[src/rtl/mips_instr_encoder_pkg.sv]
// Shared definitions for the MIPS instruction encoder.
// Holds the command-kind encodings, the opcode and funct constants (these must
// match the single-cycle control unit's decode), the NOP word, the FSM state
// type and the combinational command-to-word encoder.
package mips_instr_encoder_pkg;

    typedef enum logic [3:0] {
        KIND_ADD = 4'd0,
        KIND_SUB = 4'd1,
        KIND_AND = 4'd2,
        KIND_OR  = 4'd3,
        KIND_SLT = 4'd4,
        KIND_LW  = 4'd5,
        KIND_SW  = 4'd6,
        KIND_BEQ = 4'd7,
        KIND_ORI = 4'd8,
        KIND_LUI = 4'd9,
        KIND_J   = 4'd10,
        KIND_JAL = 4'd11
    } cmd_kind_e;

    localparam logic [5:0] OP_RTYPE = 6'b000000;
    localparam logic [5:0] OP_LW    = 6'b100011;
    localparam logic [5:0] OP_SW    = 6'b101011;
    localparam logic [5:0] OP_BEQ   = 6'b000100;
    localparam logic [5:0] OP_ORI   = 6'b001101;
    localparam logic [5:0] OP_LUI   = 6'b001111;
    localparam logic [5:0] OP_J     = 6'b000010;
    localparam logic [5:0] OP_JAL   = 6'b000011;

    localparam logic [5:0] FUNCT_ADD = 6'b100000;
    localparam logic [5:0] FUNCT_SUB = 6'b100010;
    localparam logic [5:0] FUNCT_AND = 6'b100100;
    localparam logic [5:0] FUNCT_OR  = 6'b100101;
    localparam logic [5:0] FUNCT_SLT = 6'b101010;

    localparam logic [31:0] NOP_WORD = '0;

    typedef enum logic {
        ST_IDLE,
        ST_PAD
    } enc_state_e;

    typedef struct packed {
        logic        legal;
        logic [31:0] word;
    } enc_result_t;

    function automatic enc_result_t encode_cmd(
        input logic [3:0]  kind,
        input logic [4:0]  rs,
        input logic [4:0]  rt,
        input logic [4:0]  rd,
        input logic [15:0] imm,
        input logic [25:0] target
    );
        enc_result_t r;
        r.legal = 1'b1;
        r.word  = '0;
        case (kind)
            KIND_ADD: r.word = {OP_RTYPE, rs, rt, rd, 5'd0, FUNCT_ADD};
            KIND_SUB: r.word = {OP_RTYPE, rs, rt, rd, 5'd0, FUNCT_SUB};
            KIND_AND: r.word = {OP_RTYPE, rs, rt, rd, 5'd0, FUNCT_AND};
            KIND_OR:  r.word = {OP_RTYPE, rs, rt, rd, 5'd0, FUNCT_OR};
            KIND_SLT: r.word = {OP_RTYPE, rs, rt, rd, 5'd0, FUNCT_SLT};
            KIND_LW:  r.word = {OP_LW,  rs, rt, imm};
            KIND_SW:  r.word = {OP_SW,  rs, rt, imm};
            KIND_BEQ: r.word = {OP_BEQ, rs, rt, imm};
            KIND_ORI: r.word = {OP_ORI, rs, rt, imm};
            KIND_LUI: r.word = {OP_LUI, 5'd0, rt, imm};   // rs is not part of LUI
            KIND_J:   r.word = {OP_J,   target};
            KIND_JAL: r.word = {OP_JAL, target};
            default:  r.legal = 1'b0;
        endcase
        return r;
    endfunction

    // Control-transfer kinds that get a delay-slot nop when padding is built in.
    function automatic logic is_pad_kind(input logic [3:0] kind);
        return (kind == KIND_BEQ) || (kind == KIND_J) || (kind == KIND_JAL);
    endfunction

endpackage

[src/rtl/mips_instr_encoder_if.sv]
// Command and output-stream bundle for mips_instr_encoder.
//   cmd_*  : symbolic command in, valid/ready handshake
//   out_*  : encoded word stream out with word address, valid/ready handshake
// Modports: master = command producer / word consumer, slave = the encoder.
interface mips_instr_encoder_if #(
    parameter int ADDR_W = 8
);
    logic              cmd_valid;
    logic              cmd_ready;
    logic [3:0]        cmd_kind;
    logic [4:0]        cmd_rs;
    logic [4:0]        cmd_rt;
    logic [4:0]        cmd_rd;
    logic [15:0]       cmd_imm;
    logic [25:0]       cmd_target;
    logic              out_valid;
    logic              out_ready;
    logic [31:0]       out_word;
    logic [ADDR_W-1:0] out_addr;

    modport master (
        output cmd_valid, cmd_kind, cmd_rs, cmd_rt, cmd_rd, cmd_imm, cmd_target,
        output out_ready,
        input  cmd_ready, out_valid, out_word, out_addr
    );

    modport slave (
        input  cmd_valid, cmd_kind, cmd_rs, cmd_rt, cmd_rd, cmd_imm, cmd_target,
        input  out_ready,
        output cmd_ready, out_valid, out_word, out_addr
    );
endinterface

[src/rtl/mips_instr_encoder_instr_fifo.sv]
// instr_fifo: DEPTH x WIDTH synchronous FIFO with first-word-visible head.
//   clock, reset      : clock and synchronous active-high reset
//   push_i/push_data_i: write (ignored when full)
//   pop_i             : read (ignored when empty)
//   full_o, empty_o   : occupancy flags
//   head_o            : current head entry (valid when !empty_o)
module instr_fifo #(
    parameter int DEPTH = 4,
    parameter int WIDTH = 32
) (
    input  logic             clock,
    input  logic             reset,
    input  logic             push_i,
    input  logic [WIDTH-1:0] push_data_i,
    input  logic             pop_i,
    output logic             full_o,
    output logic             empty_o,
    output logic [WIDTH-1:0] head_o
);
    localparam int PTR_W = $clog2(DEPTH);
    localparam int CNT_W = $clog2(DEPTH + 1);

    logic [WIDTH-1:0] mem_q [DEPTH];
    logic [PTR_W-1:0] wr_ptr_q, wr_ptr_d;
    logic [PTR_W-1:0] rd_ptr_q, rd_ptr_d;
    logic [CNT_W-1:0] count_q, count_d;
    logic             do_push, do_pop;

    always_comb begin
        full_o   = (count_q == CNT_W'(DEPTH));
        empty_o  = (count_q == '0);
        do_push  = push_i && !full_o;
        do_pop   = pop_i && !empty_o;
        head_o   = mem_q[rd_ptr_q];
        // DEPTH is a power of two, so pointers wrap by plain overflow
        wr_ptr_d = do_push ? wr_ptr_q + PTR_W'(1) : wr_ptr_q;
        rd_ptr_d = do_pop  ? rd_ptr_q + PTR_W'(1) : rd_ptr_q;
        count_d  = count_q;
        if (do_push && !do_pop) begin
            count_d = count_q + CNT_W'(1);
        end else if (do_pop && !do_push) begin
            count_d = count_q - CNT_W'(1);
        end
    end

    always_ff @(posedge clock) begin
        if (reset) begin
            wr_ptr_q <= '0;
            rd_ptr_q <= '0;
            count_q  <= '0;
        end else begin
            wr_ptr_q <= wr_ptr_d;
            rd_ptr_q <= rd_ptr_d;
            count_q  <= count_d;
        end
    end

    always_ff @(posedge clock) begin
        if (do_push) begin
            mem_q[wr_ptr_q] <= push_data_i;
        end
    end
endmodule

[src/rtl/mips_instr_encoder.sv]
// mips_instr_encoder: packs symbolic commands into 32-bit MIPS words, buffers
// them in instr_fifo and streams them out with an incrementing word address.
//   clock, reset : clock and synchronous active-high reset
//   bus (slave)  : cmd_* handshake in, out_* word stream out
//   err          : sticky flag, set when an illegal cmd_kind is accepted
// Optional feature macro INSTR_ENC_NOP_PAD_EN: after a legal BEQ/J/JAL the
// encoder enters PAD, blocks commands, and pushes one nop word behind it.
module mips_instr_encoder
    import mips_instr_encoder_pkg::*;
#(
    parameter int          DEPTH     = 4,
    parameter int          ADDR_W    = 8,
    parameter int unsigned BASE_ADDR = 0
) (
    input  logic                 clock,
    input  logic                 reset,
    mips_instr_encoder_if.slave  bus,
    output logic                 err
);
    enc_state_e        state_q, state_d;
    logic              err_q, err_d;
    logic [ADDR_W-1:0] addr_q, addr_d;
    enc_result_t       enc;
    logic              cmd_ready_w, accept, push, pop, full, empty;
    logic [31:0]       push_word, head_word;

    instr_fifo #(
        .DEPTH (DEPTH),
        .WIDTH (32)
    ) u_fifo (
        .clock       (clock),
        .reset       (reset),
        .push_i      (push),
        .push_data_i (push_word),
        .pop_i       (pop),
        .full_o      (full),
        .empty_o     (empty),
        .head_o      (head_word)
    );

    always_comb begin
        enc = encode_cmd(bus.cmd_kind, bus.cmd_rs, bus.cmd_rt, bus.cmd_rd,
                         bus.cmd_imm, bus.cmd_target);
        // Depends only on registered state: no path from out_ready
        cmd_ready_w = !full && (state_q == ST_IDLE);
        accept      = bus.cmd_valid && cmd_ready_w;
        pop         = !empty && bus.out_ready;
        state_d     = state_q;
        push        = accept && enc.legal;
        push_word   = enc.word;
        err_d       = err_q || (accept && !enc.legal);
        addr_d      = pop ? addr_q + ADDR_W'(1) : addr_q;
`ifdef INSTR_ENC_NOP_PAD_EN
        case (state_q)
            ST_IDLE: begin
                if (accept && enc.legal && is_pad_kind(bus.cmd_kind)) begin
                    state_d = ST_PAD;
                end
            end
            ST_PAD: begin
                // Commands are blocked in PAD, so this push never collides
                if (!full) begin
                    push      = 1'b1;
                    push_word = NOP_WORD;
                    state_d   = ST_IDLE;
                end
            end
            default: state_d = ST_IDLE;
        endcase
`endif
    end

    always_ff @(posedge clock) begin
        if (reset) begin
            state_q <= ST_IDLE;
            err_q   <= 1'b0;
            addr_q  <= ADDR_W'(BASE_ADDR);
        end else begin
            state_q <= state_d;
            err_q   <= err_d;
            addr_q  <= addr_d;
        end
    end

    assign bus.cmd_ready = cmd_ready_w;
    assign bus.out_valid = !empty;
    assign bus.out_word  = empty ? '0 : head_word;
    assign bus.out_addr  = addr_q;
    assign err           = err_q;
endmodule
[src/flat_wrapper.sv]
// flat-port wrapper written by rule: the top's interface ports become plain ports
module mips_instr_encoder_flat import mips_instr_encoder_pkg::*;
#(
    parameter int          DEPTH     = 4,
    parameter int          ADDR_W    = 8,
    parameter int unsigned BASE_ADDR = 0
)
  (clock, reset, err, bus_cmd_valid, bus_cmd_kind, bus_cmd_rs, bus_cmd_rt, bus_cmd_rd, bus_cmd_imm, bus_cmd_target, bus_out_ready, bus_cmd_ready, bus_out_valid, bus_out_word, bus_out_addr);
  mips_instr_encoder_if #(.ADDR_W(ADDR_W)) bus_i ();
  input  logic clock;
  input  logic reset;
  output logic err;
  input wire logic [$bits(bus_i.cmd_valid)-1:0] bus_cmd_valid;
  input wire logic [$bits(bus_i.cmd_kind)-1:0] bus_cmd_kind;
  input wire logic [$bits(bus_i.cmd_rs)-1:0] bus_cmd_rs;
  input wire logic [$bits(bus_i.cmd_rt)-1:0] bus_cmd_rt;
  input wire logic [$bits(bus_i.cmd_rd)-1:0] bus_cmd_rd;
  input wire logic [$bits(bus_i.cmd_imm)-1:0] bus_cmd_imm;
  input wire logic [$bits(bus_i.cmd_target)-1:0] bus_cmd_target;
  input wire logic [$bits(bus_i.out_ready)-1:0] bus_out_ready;
  output wire logic [$bits(bus_i.cmd_ready)-1:0] bus_cmd_ready;
  output wire logic [$bits(bus_i.out_valid)-1:0] bus_out_valid;
  output wire logic [$bits(bus_i.out_word)-1:0] bus_out_word;
  output wire logic [$bits(bus_i.out_addr)-1:0] bus_out_addr;
  assign bus_i.cmd_valid = bus_cmd_valid;
  assign bus_i.cmd_kind = bus_cmd_kind;
  assign bus_i.cmd_rs = bus_cmd_rs;
  assign bus_i.cmd_rt = bus_cmd_rt;
  assign bus_i.cmd_rd = bus_cmd_rd;
  assign bus_i.cmd_imm = bus_cmd_imm;
  assign bus_i.cmd_target = bus_cmd_target;
  assign bus_i.out_ready = bus_out_ready;
  assign bus_cmd_ready = bus_i.cmd_ready;
  assign bus_out_valid = bus_i.out_valid;
  assign bus_out_word = bus_i.out_word;
  assign bus_out_addr = bus_i.out_addr;
  mips_instr_encoder #(.DEPTH(DEPTH), .ADDR_W(ADDR_W), .BASE_ADDR(BASE_ADDR)) u_core (.clock(clock), .reset(reset), .bus(bus_i), .err(err));
endmodule
[config.mk]
export PLATFORM = sky130hd
export DESIGN_NAME = mips_instr_encoder_flat
export DESIGN_NICKNAME = d
export VERILOG_FILES = /design/src/rtl/mips_instr_encoder_pkg.sv /design/src/rtl/mips_instr_encoder_if.sv /design/src/rtl/mips_instr_encoder_instr_fifo.sv /design/src/rtl/mips_instr_encoder.sv /design/src/flat_wrapper.sv
export SDC_FILE = /design/constraint.sdc
export NUM_CORES = 1
export LEC_CHECK = 0
export ABC_AREA = 1
export CAP_MARGIN = 20
export CORE_AREA = 5 5 113 115
export DETAILED_ROUTE_END_ITERATION = 8
export DIE_AREA = 0 0 118 120
export PLACE_DENSITY = 0.83
export SLEW_MARGIN = 0
export SYNTH_ARGS = -nofsm -noshare
export SYNTH_HDL_FRONTEND = slang
export SYNTH_HIERARCHICAL = 1
export SYNTH_SLANG_ARGS = --single-unit
[constraint.sdc]
create_clock -name clock -period 7.9 [get_ports clock]
set_input_delay 1.58 -clock clock [delete_from_list [all_inputs] [get_ports clock]]
set_output_delay 1.58 -clock clock [all_outputs]
set_load 0.005 [all_outputs]
==> parameters.txt <==
Parameter                              Value

Detailed routing
  Routed length on met1 ... 6330 µm
  Number of DRC violations after detailed-routing iteration 0 ... 410
  Vias per cell ... 5.56
  Post-route DRC ... 0
  Post-detailed-routing wire length ... 15900 µm
  Routed wire length on met2 ... 8000 µm
  Count of antenna-violating nets left after detailed routing ... 0
  Wire length on met3 ... 1190 µm
  Detailed Routing Iterations Pass 1 ... 5
  Number of vias after detailed routing ... 4937
  Highest Signal Layer ... met4
  Wire length per cell after detailed routing ... 17.9 µm

Cells and area
  Count of fill cells added during filler insertion ... 813
  ANT cells ... 0
  Proportion of layout cells with a drive suffix above 1 ... 6.88%
  Post-synthesis to final-layout area growth ... 26.9%
  Total number of nets in the final design ... 800
  Core Util, Final ... 70.1%

Floorplan
  Die Footprint ... 0.0142 mm²
  Width of the die ... 118 µm
  Count of standard-cell rows ... 40
  Number of ports placed on the die boundary ... 108
  Core footprint ... 0.0117 mm²
  Die span in y ... 120 µm
  Starting density of the core ... 55.3%

CTS
  Level count of the clock H-tree ... 4
  Inserted Clock Buffers ... 17
  Deepest clock path buffer count ... 2
  Clock tree from TritonCTS ... built
  Clock input transition at the sequential cells of the worst setup and hold paths ... 0.06 ns
  Setup repair bufs after CTS ... 0
  Quantity of gates resized following cts ... 0
  Later-pin clock latency in the skew report ... 0.41 ns
  Clock sink total ... approximately 150
  Root Buffer ... clkbuf_16
  Hold buffer count at CTS ... 0

STA
  Fin worst setup slack ... ~3.6 ns
  Slew at the pin with the worst max-slew slack ... 1.09 ns
  Max frequency ... 234 MHz
  Accumulated negative setup slack ... 0 ns
  # setup viols final ... 0
  RSZ-0062 raised after global routing ... no
  Final period util ... a little over half
  Clk_skew ... 0.00805 ns
  Relative slew margins ... 27.3%
  Number of pins exceeding their max-slew limit in the final report ... 0
  Final critical path time including I/O delays and setup ... 4.27 ns
  Final number of hold-violating endpoints ... 0

Critical path
  Sort of element at the start of the critical path ... flip-flop
  Max FO, Critical Path ... 32
  Crit path max-delay family ... buffers and inverters
  Slowest library cell on the worst path ... clkdlybuf4s50_1
  Setup crit end kind ... output port
  Ordered cell list for the critical path ... buf_8 -> inv_2 -> o21ai_0 -> o22ai_1 -> inv_1 -> nor2_1 -> clkdlybuf4s50_1
  CP Buf/Inv Count ... 4
  Crit path kind ... flip-flop to output port
  Required time of the critical path ... 6.32 ns
  Worst Path Arrival ... 2.69 ns
  Biggest cell delay along the critical path ... about 0.52 ns

Placement
  Post-DP HPWL ... 9620 µm
  Number of port buffers ... 107
  Setup slack after placement ... 3.76 ns
  Final weighted congestion of routability-driven global placement ... 0.803

Logic synthesis
  Dominant combinational cell family by area after synthesis ... simple AND/OR/NAND/NOR gates
  Post-synthesis instance total ... 623
  Fraction of synthesized area in multiplexers ... 0%
  Number of warnings reported in the yosys synthesis log ... 6
  Most repeated cell in the gate-level netlist after synthesis ... edfxtp_1
  Top cells by area, synth ... edfxtp_1 (59%), nor2_1 (7.3%), dfxtp_1 (5.6%)
  Post-synthesis compound-gate area fraction ... between 10% and 20%
  Count of different cell masters after synthesis ... 31
  Xor/xnor cell area share of the yosys netlist ... 0.135%
  Simple-gate share of the synthesized area ... between 10% and 20%
  Proportion of register bits with asynchronous set or reset after synthesis ... 0%
  Library cell with the largest summed area after synthesis ... edfxtp_1
  Proportion of synthesized chip area in sequential cells ... 65.0%
  Top cells by count, synth ... edfxtp_1 (128), nor2_1 (126), nand2_1 (77)
  Yosys reg bits ... 146
  Mean post-synth cell area ... 10.4 µm²
  Number of synthesized flops with an enable pin ... 128
  Post-synthesis cell area ... 0.00647 mm²
  Fraction of post-synthesis cell area in the top cell type by area ... 59.4%
  Adder-cell share of the synthesized area ... 1.47%
  Main synth FF type ... edfxtp_1

Global routing
  Wire length of the first global-routing pass ... 25100 µm
  Number of global-route vias before repair ... 5174
  Overflow left after global routing ... 0
  Total Routing Usage GR ... a little under a quarter
  Pin count of the biggest net entering global routing ... 66
  Initial antenna violation count ... 0

Power
  PwrDens ... roughly 320 mW/mm²
  Static leakage power ... ~3.1 nW
  Peak supply drop ... 201 µV

Hold path
  Hold crit path type ... flip-flop to flip-flop

Run status
  Status ... complete, no violations

Run
  Max-Cap Viols ... 0
## area by class of cell
type / count / area [µm²] / share of cell area (%)
sequential: 146 / 4210 / 51.2
multi-input combinational: 382 / 1830 / 22.3
timing repair buffer: 110 / 1130 / 13.8
clock buffer: 18 / 429 / 5.22
inverter: 71 / 274 / 3.34
tap: 147 / 184 / 2.24
clock inverter: 14 / 161 / 1.96
## worst min-delay path, delay by kind of cell (launching register included)
kind | cells | cell delay, ns
AND/OR/NAND/NOR | 2 | 0.12
flip-flops | 1 | 0.33
## layer usage
layer / GRT usage (%) / vias to the layer above
met1: 26.5 / 2353
met4: 11.3 / 0
met2: 37.8 / 218
met3: 6.36 / 34
li1: - / 2332
met5: 0 / -
## path summary, 6_finish.rpt
check                                     endpoint  cells past startpoint  slack, ns                                   from
max                               bus_out_word[25]                      7       3.63                              flip-flop
min                          u_core/err$_SDFF_PP0_                      2       0.48                  u_core/err$_SDFF_PP0_
max reg2reg  u_core/u_fifo/count_q[1]$_SDFFE_PP0P_                     11       5.07  u_core/u_fifo/count_q[0]$_SDFFE_PP0P_
min reg2reg                  u_core/err$_SDFF_PP0_                      2       0.48                  u_core/err$_SDFF_PP0_
## cell usage in the layout (no fill, tap or decap), types with 2 or more instances in the layout
| cell | instances |
|---|---|
| nand2_2 | 2 |
| a21oi_1 | 9 |
| nor3_1 | 4 |
| nor2_1 | 122 |
| o22ai_1 | 32 |
| inv_1 | 65 |
| nor2_4 | 6 |
| nor2_2 | 2 |
| clkdlybuf4s50_1 | 107 |
| o21ai_0 | 55 |
| nand2_1 | 77 |
| inv_2 | 5 |
| o21ai_1 | 38 |
| nand3_1 | 14 |
| clkinv_2 | 3 |
| bufinv_16 | 3 |
| dfxtp_1 | 17 |
| clkinv_1 | 2 |
| clkinvlp_4 | 3 |
| ha_1 | 6 |
| conb_1 | 4 |
| clkbuf_16 | 17 |
| nand4_1 | 3 |
| inv_6 | 2 |
| edfxtp_1 | 128 |
## where the power goes
part | switching (W) | leakage (nW) | internal [W]
registers | 0.0000459 | 1.33 | 0.000946
clock network | 0.000297 | 0.282 | 0.000494
logic | 0.000445 | 1.51 | 0.000372
total | 0.000788 | 3.13 | 0.00181
## sequential cells by signal, indices dropped and copies added, names as in the netlist, named ones only
signal	cells
u_core/u_fifo/rd_ptr_q	2
u_core/u_fifo/mem_q	128
u_core/err	1
u_core/bus.out_addr	8
u_core/u_fifo/count_q	3
u_core/u_fifo/wr_ptr_q	2
## logic make-up after synthesis
kind of cell	count (synthesis)
simple gates	232
flops	146
compound gates	138
buf+inv	98
fa+ha+maj	7
xor+xnor	1
other cells	1
## metrics by stage
step | hold WS [ns] | instances | power, W | instance area, µm²
floorplan | 0.460 | 626 | 0.00144 | 6480
global placement | 0.459 | 853 | 0.00175 | 7560
detailed placement | 0.470 | 854 | 0.00181 | 7590
CTS | 0.485 | 886 | 0.00260 | 8180
global route | 0.534 | 888 | 0.00274 | 8220
finish | 0.477 | 888 | 0.00260 | 8220
(Power assumes the default switching activity.)
